--- src/rtl/acc_icb_pkg.sv ---
// Shared ICB widths and the outstanding-command tag carried
// from cmd accept to rsp routing.
package acc_icb_pkg;

  localparam int ICB_AW      = 32;
  localparam int ICB_DW      = 32;
  localparam int OST_DEFAULT = 4;
  localparam int CH_IDW      = 4;

  typedef struct packed {
    logic [CH_IDW-1:0] ch_id;
    logic [ICB_AW-1:0] addr;
    logic              read;
  } icb_tag_t;

endpackage

--- src/rtl/icb_master_arb_n_if.sv ---
// Channel-side request/response bundle plus the ICB master
// port of the N-channel arbiter.
interface icb_master_arb_n_if #(
  parameter int NUM_CH = 3,
  parameter int AW     = 32,
  parameter int DW     = 32
);

  logic [NUM_CH-1:0]        ch_req_vld;
  logic [NUM_CH-1:0]        ch_req_rdy;
  logic [NUM_CH*AW-1:0]     ch_req_addr;
  logic [NUM_CH-1:0]        ch_req_read;
  logic [NUM_CH*DW-1:0]     ch_req_wdata;
  logic [NUM_CH*DW/8-1:0]   ch_req_wmask;
  logic [NUM_CH-1:0]        ch_rsp_vld;
  logic [NUM_CH-1:0]        ch_rsp_rdy;
  logic [AW-1:0]            ch_rsp_addr;
  logic [DW-1:0]            ch_rsp_data;
  logic                     ch_rsp_err;

  logic                     acc_icb_cmd_valid;
  logic                     acc_icb_cmd_ready;
  logic [AW-1:0]            acc_icb_cmd_addr;
  logic                     acc_icb_cmd_read;
  logic [DW-1:0]            acc_icb_cmd_wdata;
  logic [DW/8-1:0]          acc_icb_cmd_wmask;
  logic                     acc_icb_rsp_valid;
  logic                     acc_icb_rsp_ready;
  logic                     acc_icb_rsp_err;
  logic [DW-1:0]            acc_icb_rsp_rdata;

  modport master (
    input  ch_req_vld, ch_req_addr, ch_req_read,
    input  ch_req_wdata, ch_req_wmask, ch_rsp_rdy,
    output ch_req_rdy, ch_rsp_vld, ch_rsp_addr,
    output ch_rsp_data, ch_rsp_err,
    output acc_icb_cmd_valid, acc_icb_cmd_addr,
    output acc_icb_cmd_read, acc_icb_cmd_wdata,
    output acc_icb_cmd_wmask, acc_icb_rsp_ready,
    input  acc_icb_cmd_ready, acc_icb_rsp_valid,
    input  acc_icb_rsp_err, acc_icb_rsp_rdata
  );

  modport slave (
    output ch_req_vld, ch_req_addr, ch_req_read,
    output ch_req_wdata, ch_req_wmask, ch_rsp_rdy,
    input  ch_req_rdy, ch_rsp_vld, ch_rsp_addr,
    input  ch_rsp_data, ch_rsp_err,
    input  acc_icb_cmd_valid, acc_icb_cmd_addr,
    input  acc_icb_cmd_read, acc_icb_cmd_wdata,
    input  acc_icb_cmd_wmask, acc_icb_rsp_ready,
    output acc_icb_cmd_ready, acc_icb_rsp_valid,
    output acc_icb_rsp_err, acc_icb_rsp_rdata
  );

endinterface

--- src/rtl/icb_tag_fifo.sv ---
// Sync FIFO of outstanding-command tags; push is refused
// when full even if a pop happens in the same cycle.
module icb_tag_fifo #(
  parameter int DEPTH = 4,
  parameter int WIDTH = 8
) (
  input  logic                     clk,
  input  logic                     rst_n,
  input  logic                     push,
  input  logic [WIDTH-1:0]         din,
  input  logic                     pop,
  output logic [WIDTH-1:0]         dout,
  output logic                     full,
  output logic                     empty,
  output logic [$clog2(DEPTH):0]   count
);

  localparam int PW = $clog2(DEPTH);

  logic [WIDTH-1:0] mem [DEPTH];
  logic [PW-1:0]    wp;
  logic [PW-1:0]    rp;
  logic [PW:0]      cnt;
  logic             do_push;
  logic             do_pop;

  assign full    = (cnt == (PW+1)'(DEPTH));
  assign empty   = (cnt == '0);
  assign count   = cnt;
  assign dout    = mem[rp];
  assign do_push = push && !full;
  assign do_pop  = pop && !empty;

  always_ff @(posedge clk or negedge rst_n) begin
    if (!rst_n) begin
      wp  <= '0;
      rp  <= '0;
      cnt <= '0;
    end else begin
      if (do_push) wp <= wp + 1'b1;
      if (do_pop)  rp <= rp + 1'b1;
      case ({do_push, do_pop})
        2'b10:   cnt <= cnt + 1'b1;
        2'b01:   cnt <= cnt - 1'b1;
        default: cnt <= cnt;
      endcase
    end
  end

  always_ff @(posedge clk) begin
    if (do_push) mem[wp] <= din;
  end

endmodule

--- src/rtl/icb_master_arb_n.sv ---
// N-channel round-robin ICB master with outstanding-tag
// tracking and in-order response routing.
module icb_master_arb_n
  import acc_icb_pkg::*;
#(
  parameter int NUM_CH  = 3,
  parameter int AW      = ICB_AW,
  parameter int DW      = ICB_DW,
  parameter int MAX_OST = OST_DEFAULT
) (
  input  logic                       clk,
  input  logic                       rst_n,
  icb_master_arb_n_if.master         bus,
  output logic [15:0]                err_cnt,
  output logic [$clog2(MAX_OST):0]   ost_cnt
);

  localparam int CHW = $clog2(NUM_CH);
  localparam int MW  = DW / 8;

  logic [CHW-1:0]    rr_ptr;
  logic [CHW-1:0]    gnt;
  logic              gnt_vld;
  logic              can_load;
  logic              accept;
  logic [NUM_CH-1:0] req_rdy;

  logic              cmd_vld;
  logic [AW-1:0]     cmd_addr;
  logic              cmd_read;
  logic [DW-1:0]     cmd_wdata;
  logic [MW-1:0]     cmd_wmask;

  icb_tag_t          tag_in;
  icb_tag_t          tag_head;
  logic              fifo_full;
  logic              fifo_empty;
  logic [CHW-1:0]    head_ch;
  logic [NUM_CH-1:0] rsp_vld;
  logic              rsp_ready;
  logic              rsp_pop;

  // first requester at or after rr_ptr, wrapping modulo NUM_CH
  always_comb begin
    int idx;
    idx     = 0;
    gnt_vld = 1'b0;
    gnt     = '0;
    for (int k = 0; k < NUM_CH; k++) begin
      idx = (int'(rr_ptr) + k) % NUM_CH;
      if (!gnt_vld && bus.ch_req_vld[idx]) begin
        gnt_vld = 1'b1;
        gnt     = CHW'(idx);
      end
    end
  end

  assign can_load = (!cmd_vld || bus.acc_icb_cmd_ready) && !fifo_full;
  assign accept   = gnt_vld && can_load;

  always_comb begin
    req_rdy = '0;
    if (accept) req_rdy[gnt] = 1'b1;
  end

  assign bus.ch_req_rdy = req_rdy;

  always_ff @(posedge clk or negedge rst_n) begin
    if (!rst_n) begin
      rr_ptr    <= '0;
      cmd_vld   <= 1'b0;
      cmd_addr  <= '0;
      cmd_read  <= 1'b0;
      cmd_wdata <= '0;
      cmd_wmask <= '0;
    end else if (accept) begin
      rr_ptr    <= (gnt == CHW'(NUM_CH-1)) ? '0 : gnt + 1'b1;
      cmd_vld   <= 1'b1;
      cmd_addr  <= bus.ch_req_addr[int'(gnt)*AW +: AW];
      cmd_read  <= bus.ch_req_read[gnt];
      cmd_wdata <= bus.ch_req_wdata[int'(gnt)*DW +: DW];
      cmd_wmask <= bus.ch_req_wmask[int'(gnt)*MW +: MW];
    end else if (bus.acc_icb_cmd_ready) begin
      cmd_vld   <= 1'b0;
    end
  end

  assign bus.acc_icb_cmd_valid = cmd_vld;
  assign bus.acc_icb_cmd_addr  = cmd_addr;
  assign bus.acc_icb_cmd_read  = cmd_read;
  assign bus.acc_icb_cmd_wdata = cmd_wdata;
  assign bus.acc_icb_cmd_wmask = cmd_wmask;

  always_comb begin
    tag_in       = '0;
    tag_in.ch_id = CH_IDW'(gnt);
    tag_in.addr  = ICB_AW'(bus.ch_req_addr[int'(gnt)*AW +: AW]);
    tag_in.read  = bus.ch_req_read[gnt];
  end

  icb_tag_fifo #(
    .DEPTH (MAX_OST),
    .WIDTH ($bits(icb_tag_t))
  ) u_tag_fifo (
    .clk   (clk),
    .rst_n (rst_n),
    .push  (accept),
    .din   (tag_in),
    .pop   (rsp_pop),
    .dout  (tag_head),
    .full  (fifo_full),
    .empty (fifo_empty),
    .count (ost_cnt)
  );

  assign head_ch = tag_head.ch_id[CHW-1:0];

  // write responses are absorbed here; an unexpected rsp stalls
  always_comb begin
    rsp_vld   = '0;
    rsp_ready = 1'b0;
    if (!fifo_empty) begin
      if (tag_head.read) begin
        rsp_vld[head_ch] = bus.acc_icb_rsp_valid;
        rsp_ready        = bus.ch_rsp_rdy[head_ch];
      end else begin
        rsp_ready = 1'b1;
      end
    end
  end

  assign rsp_pop               = bus.acc_icb_rsp_valid && rsp_ready;
  assign bus.acc_icb_rsp_ready = rsp_ready;
  assign bus.ch_rsp_vld        = rsp_vld;
  assign bus.ch_rsp_addr       = AW'(tag_head.addr);
  assign bus.ch_rsp_data       = bus.acc_icb_rsp_rdata;
  assign bus.ch_rsp_err        = bus.acc_icb_rsp_err;

  always_ff @(posedge clk or negedge rst_n) begin
    if (!rst_n) begin
      err_cnt <= '0;
    end else if (rsp_pop && bus.acc_icb_rsp_err && err_cnt != 16'hFFFF) begin
      err_cnt <= err_cnt + 16'd1;
    end
  end

endmodule

--- src/flat_wrapper.sv ---
// flat-port wrapper written by rule: the top's interface ports become plain ports
module icb_master_arb_n_flat import acc_icb_pkg::*;
#(
  parameter int NUM_CH  = 3,
  parameter int AW      = ICB_AW,
  parameter int DW      = ICB_DW,
  parameter int MAX_OST = OST_DEFAULT
)
  (clk, rst_n, err_cnt, ost_cnt, bus_ch_req_vld, bus_ch_req_addr, bus_ch_req_read, bus_ch_req_wdata, bus_ch_req_wmask, bus_ch_rsp_rdy, bus_ch_req_rdy, bus_ch_rsp_vld, bus_ch_rsp_addr, bus_ch_rsp_data, bus_ch_rsp_err, bus_acc_icb_cmd_valid, bus_acc_icb_cmd_addr, bus_acc_icb_cmd_read, bus_acc_icb_cmd_wdata, bus_acc_icb_cmd_wmask, bus_acc_icb_rsp_ready, bus_acc_icb_cmd_ready, bus_acc_icb_rsp_valid, bus_acc_icb_rsp_err, bus_acc_icb_rsp_rdata);
  icb_master_arb_n_if #(.NUM_CH(NUM_CH), .AW(AW), .DW(DW)) bus_i ();
  input  logic clk;
  input  logic rst_n;
  output logic [15:0] err_cnt;
  output logic [$clog2(MAX_OST):0] ost_cnt;
  input wire logic [$bits(bus_i.ch_req_vld)-1:0] bus_ch_req_vld;
  input wire logic [$bits(bus_i.ch_req_addr)-1:0] bus_ch_req_addr;
  input wire logic [$bits(bus_i.ch_req_read)-1:0] bus_ch_req_read;
  input wire logic [$bits(bus_i.ch_req_wdata)-1:0] bus_ch_req_wdata;
  input wire logic [$bits(bus_i.ch_req_wmask)-1:0] bus_ch_req_wmask;
  input wire logic [$bits(bus_i.ch_rsp_rdy)-1:0] bus_ch_rsp_rdy;
  output wire logic [$bits(bus_i.ch_req_rdy)-1:0] bus_ch_req_rdy;
  output wire logic [$bits(bus_i.ch_rsp_vld)-1:0] bus_ch_rsp_vld;
  output wire logic [$bits(bus_i.ch_rsp_addr)-1:0] bus_ch_rsp_addr;
  output wire logic [$bits(bus_i.ch_rsp_data)-1:0] bus_ch_rsp_data;
  output wire logic [$bits(bus_i.ch_rsp_err)-1:0] bus_ch_rsp_err;
  output wire logic [$bits(bus_i.acc_icb_cmd_valid)-1:0] bus_acc_icb_cmd_valid;
  output wire logic [$bits(bus_i.acc_icb_cmd_addr)-1:0] bus_acc_icb_cmd_addr;
  output wire logic [$bits(bus_i.acc_icb_cmd_read)-1:0] bus_acc_icb_cmd_read;
  output wire logic [$bits(bus_i.acc_icb_cmd_wdata)-1:0] bus_acc_icb_cmd_wdata;
  output wire logic [$bits(bus_i.acc_icb_cmd_wmask)-1:0] bus_acc_icb_cmd_wmask;
  output wire logic [$bits(bus_i.acc_icb_rsp_ready)-1:0] bus_acc_icb_rsp_ready;
  input wire logic [$bits(bus_i.acc_icb_cmd_ready)-1:0] bus_acc_icb_cmd_ready;
  input wire logic [$bits(bus_i.acc_icb_rsp_valid)-1:0] bus_acc_icb_rsp_valid;
  input wire logic [$bits(bus_i.acc_icb_rsp_err)-1:0] bus_acc_icb_rsp_err;
  input wire logic [$bits(bus_i.acc_icb_rsp_rdata)-1:0] bus_acc_icb_rsp_rdata;
  assign bus_i.ch_req_vld = bus_ch_req_vld;
  assign bus_i.ch_req_addr = bus_ch_req_addr;
  assign bus_i.ch_req_read = bus_ch_req_read;
  assign bus_i.ch_req_wdata = bus_ch_req_wdata;
  assign bus_i.ch_req_wmask = bus_ch_req_wmask;
  assign bus_i.ch_rsp_rdy = bus_ch_rsp_rdy;
  assign bus_ch_req_rdy = bus_i.ch_req_rdy;
  assign bus_ch_rsp_vld = bus_i.ch_rsp_vld;
  assign bus_ch_rsp_addr = bus_i.ch_rsp_addr;
  assign bus_ch_rsp_data = bus_i.ch_rsp_data;
  assign bus_ch_rsp_err = bus_i.ch_rsp_err;
  assign bus_acc_icb_cmd_valid = bus_i.acc_icb_cmd_valid;
  assign bus_acc_icb_cmd_addr = bus_i.acc_icb_cmd_addr;
  assign bus_acc_icb_cmd_read = bus_i.acc_icb_cmd_read;
  assign bus_acc_icb_cmd_wdata = bus_i.acc_icb_cmd_wdata;
  assign bus_acc_icb_cmd_wmask = bus_i.acc_icb_cmd_wmask;
  assign bus_acc_icb_rsp_ready = bus_i.acc_icb_rsp_ready;
  assign bus_i.acc_icb_cmd_ready = bus_acc_icb_cmd_ready;
  assign bus_i.acc_icb_rsp_valid = bus_acc_icb_rsp_valid;
  assign bus_i.acc_icb_rsp_err = bus_acc_icb_rsp_err;
  assign bus_i.acc_icb_rsp_rdata = bus_acc_icb_rsp_rdata;
  icb_master_arb_n #(.NUM_CH(NUM_CH), .AW(AW), .DW(DW), .MAX_OST(MAX_OST)) u_core (.clk(clk), .rst_n(rst_n), .bus(bus_i), .err_cnt(err_cnt), .ost_cnt(ost_cnt));
endmodule
--- config.mk ---
export PLATFORM = sky130hd
export DESIGN_NAME = icb_master_arb_n_flat
export DESIGN_NICKNAME = d
export VERILOG_FILES = /design/src/rtl/acc_icb_pkg.sv /design/src/rtl/icb_master_arb_n_if.sv /design/src/rtl/icb_tag_fifo.sv /design/src/rtl/icb_master_arb_n.sv /design/src/flat_wrapper.sv
export SDC_FILE = /design/constraint.sdc
export NUM_CORES = 1
export LEC_CHECK = 0
export ABC_AREA = 1
export BUFFER_PORTS_ARGS = -buffer_cell sky130_fd_sc_hd__buf_2
export CORE_ASPECT_RATIO = 0.8
export CORE_MARGIN = 2
export CORE_UTILIZATION = 56
export DETAILED_ROUTE_END_ITERATION = 8
export PLACE_DENSITY = 0.86
export SYNTH_ARGS = -nofsm -noshare
export SYNTH_HDL_FRONTEND = slang
export SYNTH_HIERARCHICAL = 1
export SYNTH_SLANG_ARGS = --single-unit
--- constraint.sdc ---
create_clock -name clk -period 8.6 [get_ports clk]
set_clock_uncertainty 0.15 [all_clocks]
set_input_delay 1.72 -clock clk [delete_from_list [all_inputs] [get_ports clk]]
set_output_delay 1.72 -clock clk [all_outputs]
set_load 0.05 [all_outputs]
* Yosys cells after proc, flatten, opt, wreduce, memory -nomap -nowiden
Memory sizes are Yosys's and may differ from the RTL's.
Index checks and enable logic that the tools add are counted.
** Word-level totals
- Input bits :: 250
- Memories kept :: 1
- Output and inout bits :: 161
- RAM bits :: 140
- Logic and storage cells :: 92
- Register bits after elaboration :: 95
** Cells by class
- Multiplexer cells :: 34
- Add/subtract/negate cells :: 8
- Bitwise gates (word level) :: 1
- Div/mod/pow operators :: 3
- Reductions and logical operators :: 20
- $lt $le $gt $ge :: 7
- Equality and inequality tests :: 5
- Shifts and indexed selects :: 3
** Memories
- u_core.u_tag_fifo.mem :: depth 4, bits a word 35, read ports 1, clocked after memory_dff 0, wr ports 1, line icb_tag_fifo.sv:20 : logic [WIDTH-1:0] mem [DEPTH];
** Operators with widths (number)
- variable part select 96 x 8 -> 32 bit :: 2
- < comparator 32 x 4 -> 1 bit (second input constant) :: 3
- modulo 32 x 3 -> 32 bit (second input constant) :: 2
- modulo 3 x 3 -> 32 bit (second input constant) :: 1
- 2-to-1 mux 1 bit :: 19
- adder 16 x 1 -> 16 bit (second input constant) :: 1
- != test 16 bit (second input constant) :: 1
- variable part select 12 x 5 -> 4 bit :: 1
- logical AND 1 bit :: 11
- binary-select mux 1 bit (select 2 bit) :: 5
- 2-to-1 mux 3 bit :: 3
- 2-to-1 mux 2 bit :: 4
- adder 2 x 1 -> 2 bit (second input constant) :: 3
- < comparator 2 x 3 -> 1 bit (second input constant) :: 2
- case mux 3 bit (2 select lines) :: 1
- logical NOT 1 bit :: 5
- demux 1 bit (select 2 bit) :: 2
- equality test 2 bit (second input constant) :: 2
- greater-or-equal comparator 2 x 1 -> 1 bit (second input constant) :: 2
- nonzero test 2 bit :: 2
- adder 2 x 1 -> 3 bit (second input constant) :: 1
- adder 2 x 2 -> 3 bit (second input constant) :: 1
- adder 3 x 1 -> 3 bit (second input constant) :: 1
- bitwise AND 3 bit :: 1
- other kinds (5) :: 5

* Depth between registers and ports, before layout
- Depth after elaboration :: 16
- Gate-level depth with buffers :: 22
- Depth with buffers taken out :: 19

* Hierarchy
Netlist, hierarchy kept.
** By module, submodules not included
- icb_tag_fifo :: sequential area each 4619.4 um^2, instances 1, area each 6344.8 um^2, cells each 493
- icb_master_arb_n :: sequential area each 2202.1 um^2, instances 1, area each 6281.0 um^2, cells each 861

* Worst setup path before layout
No wires, ideal clock.
- Path type :: input port to output port
- From :: input bus_ch_req_vld[2]
- To :: output bus_ch_req_rdy[0]
- Slack :: 3117 ps
- Arrival time :: 3613 ps
- Stages :: 9
- Buffers on the path :: 1
- Data required time :: 6730 ps
- Cells stage by stage :: inv_2 > o21ai_2 > nand2_4 > nand3_4 > inv_1 > nand2_2 > nand2_4 > buf_4 > nor3_1
** On the way
- Word-level cells in the longest chain between the ends :: 15
- Elaborated cells between the ends (all ways) :: 26
- Classes of those cells :: order compare (2); mux (18); reduce/logical (6)
** RTL lines
- from (decl) :: line flat_wrapper.sv:15 : input wire logic [$bits(bus_i.ch_req_vld)-1:0] bus_ch_req_vld;
- binary-select mux 1 bit (select 2 bit) :: line icb_master_arb_n.sv:51 : if (!gnt_vld && bus.ch_req_vld[idx]) begin
- 2-to-1 mux 1 bit (implied by the code) (2 in a row) :: line icb_master_arb_n.sv:51
- 2-to-1 mux 1 bit :: line icb_master_arb_n.sv:51
- logical NOT 1 bit :: line icb_master_arb_n.sv:51
- logical AND 1 bit :: line icb_master_arb_n.sv:51
- 2-to-1 mux 1 bit :: line icb_master_arb_n.sv:51
- logical NOT 1 bit :: line icb_master_arb_n.sv:51
- logical AND 1 bit :: line icb_master_arb_n.sv:51
- 2-to-1 mux 2 bit * :: line icb_master_arb_n.sv:51
- via u_core.gnt[1] :: line icb_master_arb_n.sv:22 : logic [CHW-1:0] gnt;
- < comparator 2 x 3 -> 1 bit (implied by the code) or greater-or-equal comparator 2 x 1 -> 1 bit (tied branches) :: line icb_master_arb_n.sv:63 : if (accept) req_rdy[gnt] = 1'b1;
- logical AND 1 bit (implied by the code) :: line icb_master_arb_n.sv:63
- 2-to-1 mux 1 bit (implied by the code) :: line icb_master_arb_n.sv:63
- demux 1 bit (select 2 bit) *
- 2-to-1 mux 3 bit * :: line icb_master_arb_n.sv:63
- to (decl) :: line flat_wrapper.sv:21 : output wire logic [$bits(bus_i.ch_req_rdy)-1:0] bus_ch_req_rdy;
Mark *: on every way through the listed nets, which the timed path passes. The rest lies on a longest branch. The select of a mux whose other input is x is not followed.

* Final worst setup path
- From :: input bus_ch_req_vld[1]
- To :: output bus_ch_req_rdy[1]
** On the way
- Word-level cells in the longest chain between the ends :: 15
- Elaborated cells between the ends (all ways) :: 26
- Classes of those cells :: order compare (2); mux (18); reduce/logical (6)
** RTL lines (line)
- binary-select mux 1 bit (select 2 bit) :: icb_master_arb_n.sv:51
- 2-to-1 mux 1 bit (implied by the code) (2 in a row) :: icb_master_arb_n.sv:51
- 2-to-1 mux 1 bit :: icb_master_arb_n.sv:51
- logical NOT 1 bit :: icb_master_arb_n.sv:51
- logical AND 1 bit :: icb_master_arb_n.sv:51
- 2-to-1 mux 1 bit :: icb_master_arb_n.sv:51
- logical NOT 1 bit :: icb_master_arb_n.sv:51
- logical AND 1 bit :: icb_master_arb_n.sv:51
- 2-to-1 mux 2 bit :: icb_master_arb_n.sv:51
- < comparator 2 x 3 -> 1 bit (implied by the code) or greater-or-equal comparator 2 x 1 -> 1 bit (tied branches) :: icb_master_arb_n.sv:63
- logical AND 1 bit (implied by the code) :: icb_master_arb_n.sv:63
- 2-to-1 mux 1 bit (implied by the code) :: icb_master_arb_n.sv:63
- demux 1 bit (select 2 bit)
- 2-to-1 mux 3 bit * :: icb_master_arb_n.sv:63
Every way passes the cells marked *; elsewhere a longest branch is shown, timed or not. The select of a mux whose other input is x is not followed.

==> run_results.csv <==
group,metric,value,unit
outcome,status,"finished, final reports clean",
route,wire_per_inst,18.0,µm
setup_path,crit_path_start_kind,"input pin",
global_routing,grt_overflow,0,
global_routing,grt_usage,29.0,%
clock_tree,cts_tree,"yes",
clock_tree,h-tree-depth,1,
route,drt_iter0_drc,911,
setup_path,crit_type,"in -> out",
sta,slew_viol_final,0,
sta,setup_viol,0,
global_routing,grt_pass1_vias,10100,
layout,nNetsFinal,1866,
sta,finalHoldViolCount,0,
route,dr_total_vias,10500,
sta,layout_min_cycle_time,5.78,ns
setup_path,r2r-end,"u_core/u_tag_fifo/mem[1][5]",
setup_path,endpoint_kind,"primary output",
floorplanning,die_x,170,µm
sta,fmax,0.173,GHz
sta,fin_crit_sh,67.2,%
route,first_pass_iters,5,
layout,layout_common_cells,"nand2_1, buf_2, edfxtp_1, inv_1, dfrtp_1",
synthesis,syn_inst,1331,
setup_path,rrSetupSlack,4.01,ns
global_routing,grt_max_degree,127,
setup_path,reg2reg_depth,12,
layout,final_common_cell,"nand2_1",
floorplanning,die_area,23200,µm²
route,ant_nets,0,
clock_tree,clk_pin_slew,0.06,ns
sta,grt_setup_unrepaired,"false",
synthesis,synthesis.nets,1592,
route,wl,34100,µm
layout,areaGrowthSynthToFinish,17.6,%
worst_hold_path,hold_path.class,"reg -> reg",
sta,worstMarginPinSlew,1.21,ns
clock_tree,root_buffer,"clkbuf_16",
place,io_buffers,346,
setup_path,r2r_start,"u_core/rr_ptr[0]",
worst_hold_path,min_path_cells,2,
layout,drive_gt1_share,29.9,%
sta,fin_tns_setup,0,ns
floorplanning,core.rowCount,48,
clock_tree,cts_buffers,24,
setup_path,cp.required,6.73,ns
floorplanning,die_y,137,µm
worst_hold_path,whs_endpoint,"u_core/bus.acc_icb_cmd_addr[30]",
floorplanning,num_io_pins,411,
setup_path,cp_max_fo,63,
run,drv_cap,0,
floorplanning,initial_core_util,57.1,%
clock_tree,cts_setup_buffers,0,
floorplanning,coreArea,21600,µm²
global_routing,antenna_found_initial,1,
worst_hold_path,worstHoldStart,"u_core/bus.acc_icb_cmd_addr[30]",
global_routing,grt_pass1_wl,52100,µm
clock_tree,cts_buffer_depth,3,
clock_tree,holdBufCountCts,0,
setup_path,arrival,3.91,ns
clock_tree,cts_sinks,235,
clock_tree,insertion_delay,0.53,ns
synthesis,ys.warnings.count,6,
sta,slew_headroom,19.0,%
route,viasPerCell,5.54,
place,gp_congestion,0.904,
synthesis,postSynthAreaPerCell,9.25,µm²
layout,fill_cells,1656,
route,drc,0,
clock_tree,cts_resized,0,
place,dp_hpwl,23300,µm
synthesis,synth_area,12300,µm²
[worst max-delay path by stage]
stage / startpoint / end / slack (ns) / depth (start not counted)
3_3_place_gp: bus_ch_req_vld[2] / bus_ch_req_rdy[1] / 2.98 / 10
4_1_cts: bus_ch_req_vld[1] / bus_ch_req_rdy[1] / 2.86 / 9
6_report: bus_ch_req_vld[1] / bus_ch_req_rdy[1] / 2.82 / 9
5_1_grt: bus_ch_req_vld[0] / bus_ch_req_rdy[1] / 2.62 / 10
3_5_place_dp: bus_ch_req_vld[1] / bus_ch_req_rdy[1] / 2.87 / 9
2_1_floorplan: bus_ch_req_vld[2] / bus_ch_req_rdy[0] / 3.12 / 9
[area by class of cell]
class / count / area (µm²) / share of cell area, %
clock inverter: 13 / 160 / 1.11
sequential: 235 / 6580 / 45.5
inverter: 130 / 494 / 3.41
tap: 275 / 344 / 2.38
timing repair buffer: 354 / 1790 / 12.4
clock buffer: 31 / 658 / 4.55
multi-input combinational: 860 / 4450 / 30.7
antenna: 1 / 2.50 / 0.0173
[critical path, cell delays in order]
cell     delay (ns)
buf_2          0.12
nand2_1        0.08
nand3_2        0.13
nand2_4        0.15
nand4_1        0.18
nand2_4        0.72
nand3_2        0.33
inv_1          0.19
buf_2          0.28
[registers in the layout, indices dropped and copies added, names as in the netlist, 2 cells and up]
name and count:
u_core/bus.acc_icb_cmd_addr 32, u_core/bus.acc_icb_cmd_wdata 32, u_core/bus.acc_icb_cmd_wmask 4, u_core/err_cnt 16, u_core/rr_ptr 2, u_core/u_tag_fifo/count 3, u_core/u_tag_fifo/mem 140, u_core/u_tag_fifo/rp 2
u_core/u_tag_fifo/wp 2
[through the flow]
step | instance area [µm²] | instances | hold slack (ns) | utilization [%] | setup slack [ns]
after floorplan | 12300 | 1331 | 0.333 | - | 3.12
after global placement | 13700 | 1854 | 0.311 | 63.4 | 2.98
after detailed placement | 13700 | 1854 | 0.314 | 63.4 | 2.87
after CTS | 14500 | 1898 | 0.327 | 67.1 | 2.86
after global routing | 14500 | 1899 | 0.349 | 67.2 | 2.62
final | 14500 | 1899 | 0.324 | 67.2 | 2.82
[per-layer routing]
| metal | up-vias | wire length [µm] | track usage [%] |
|---|---|---|---|
| met5 | - | 0 | 0 |
| met2 | 616 | 16500 | 49.0 |
| met4 | 0 | 1110 | 11.2 |
| met1 | 4948 | 13200 | 37.1 |
| li1 | 4876 | - | - |
| met3 | 80 | 3280 | 6.19 |
Power is not shown: default switching activity piles up to over one toggle a cycle in this logic, so the estimate is an artifact.
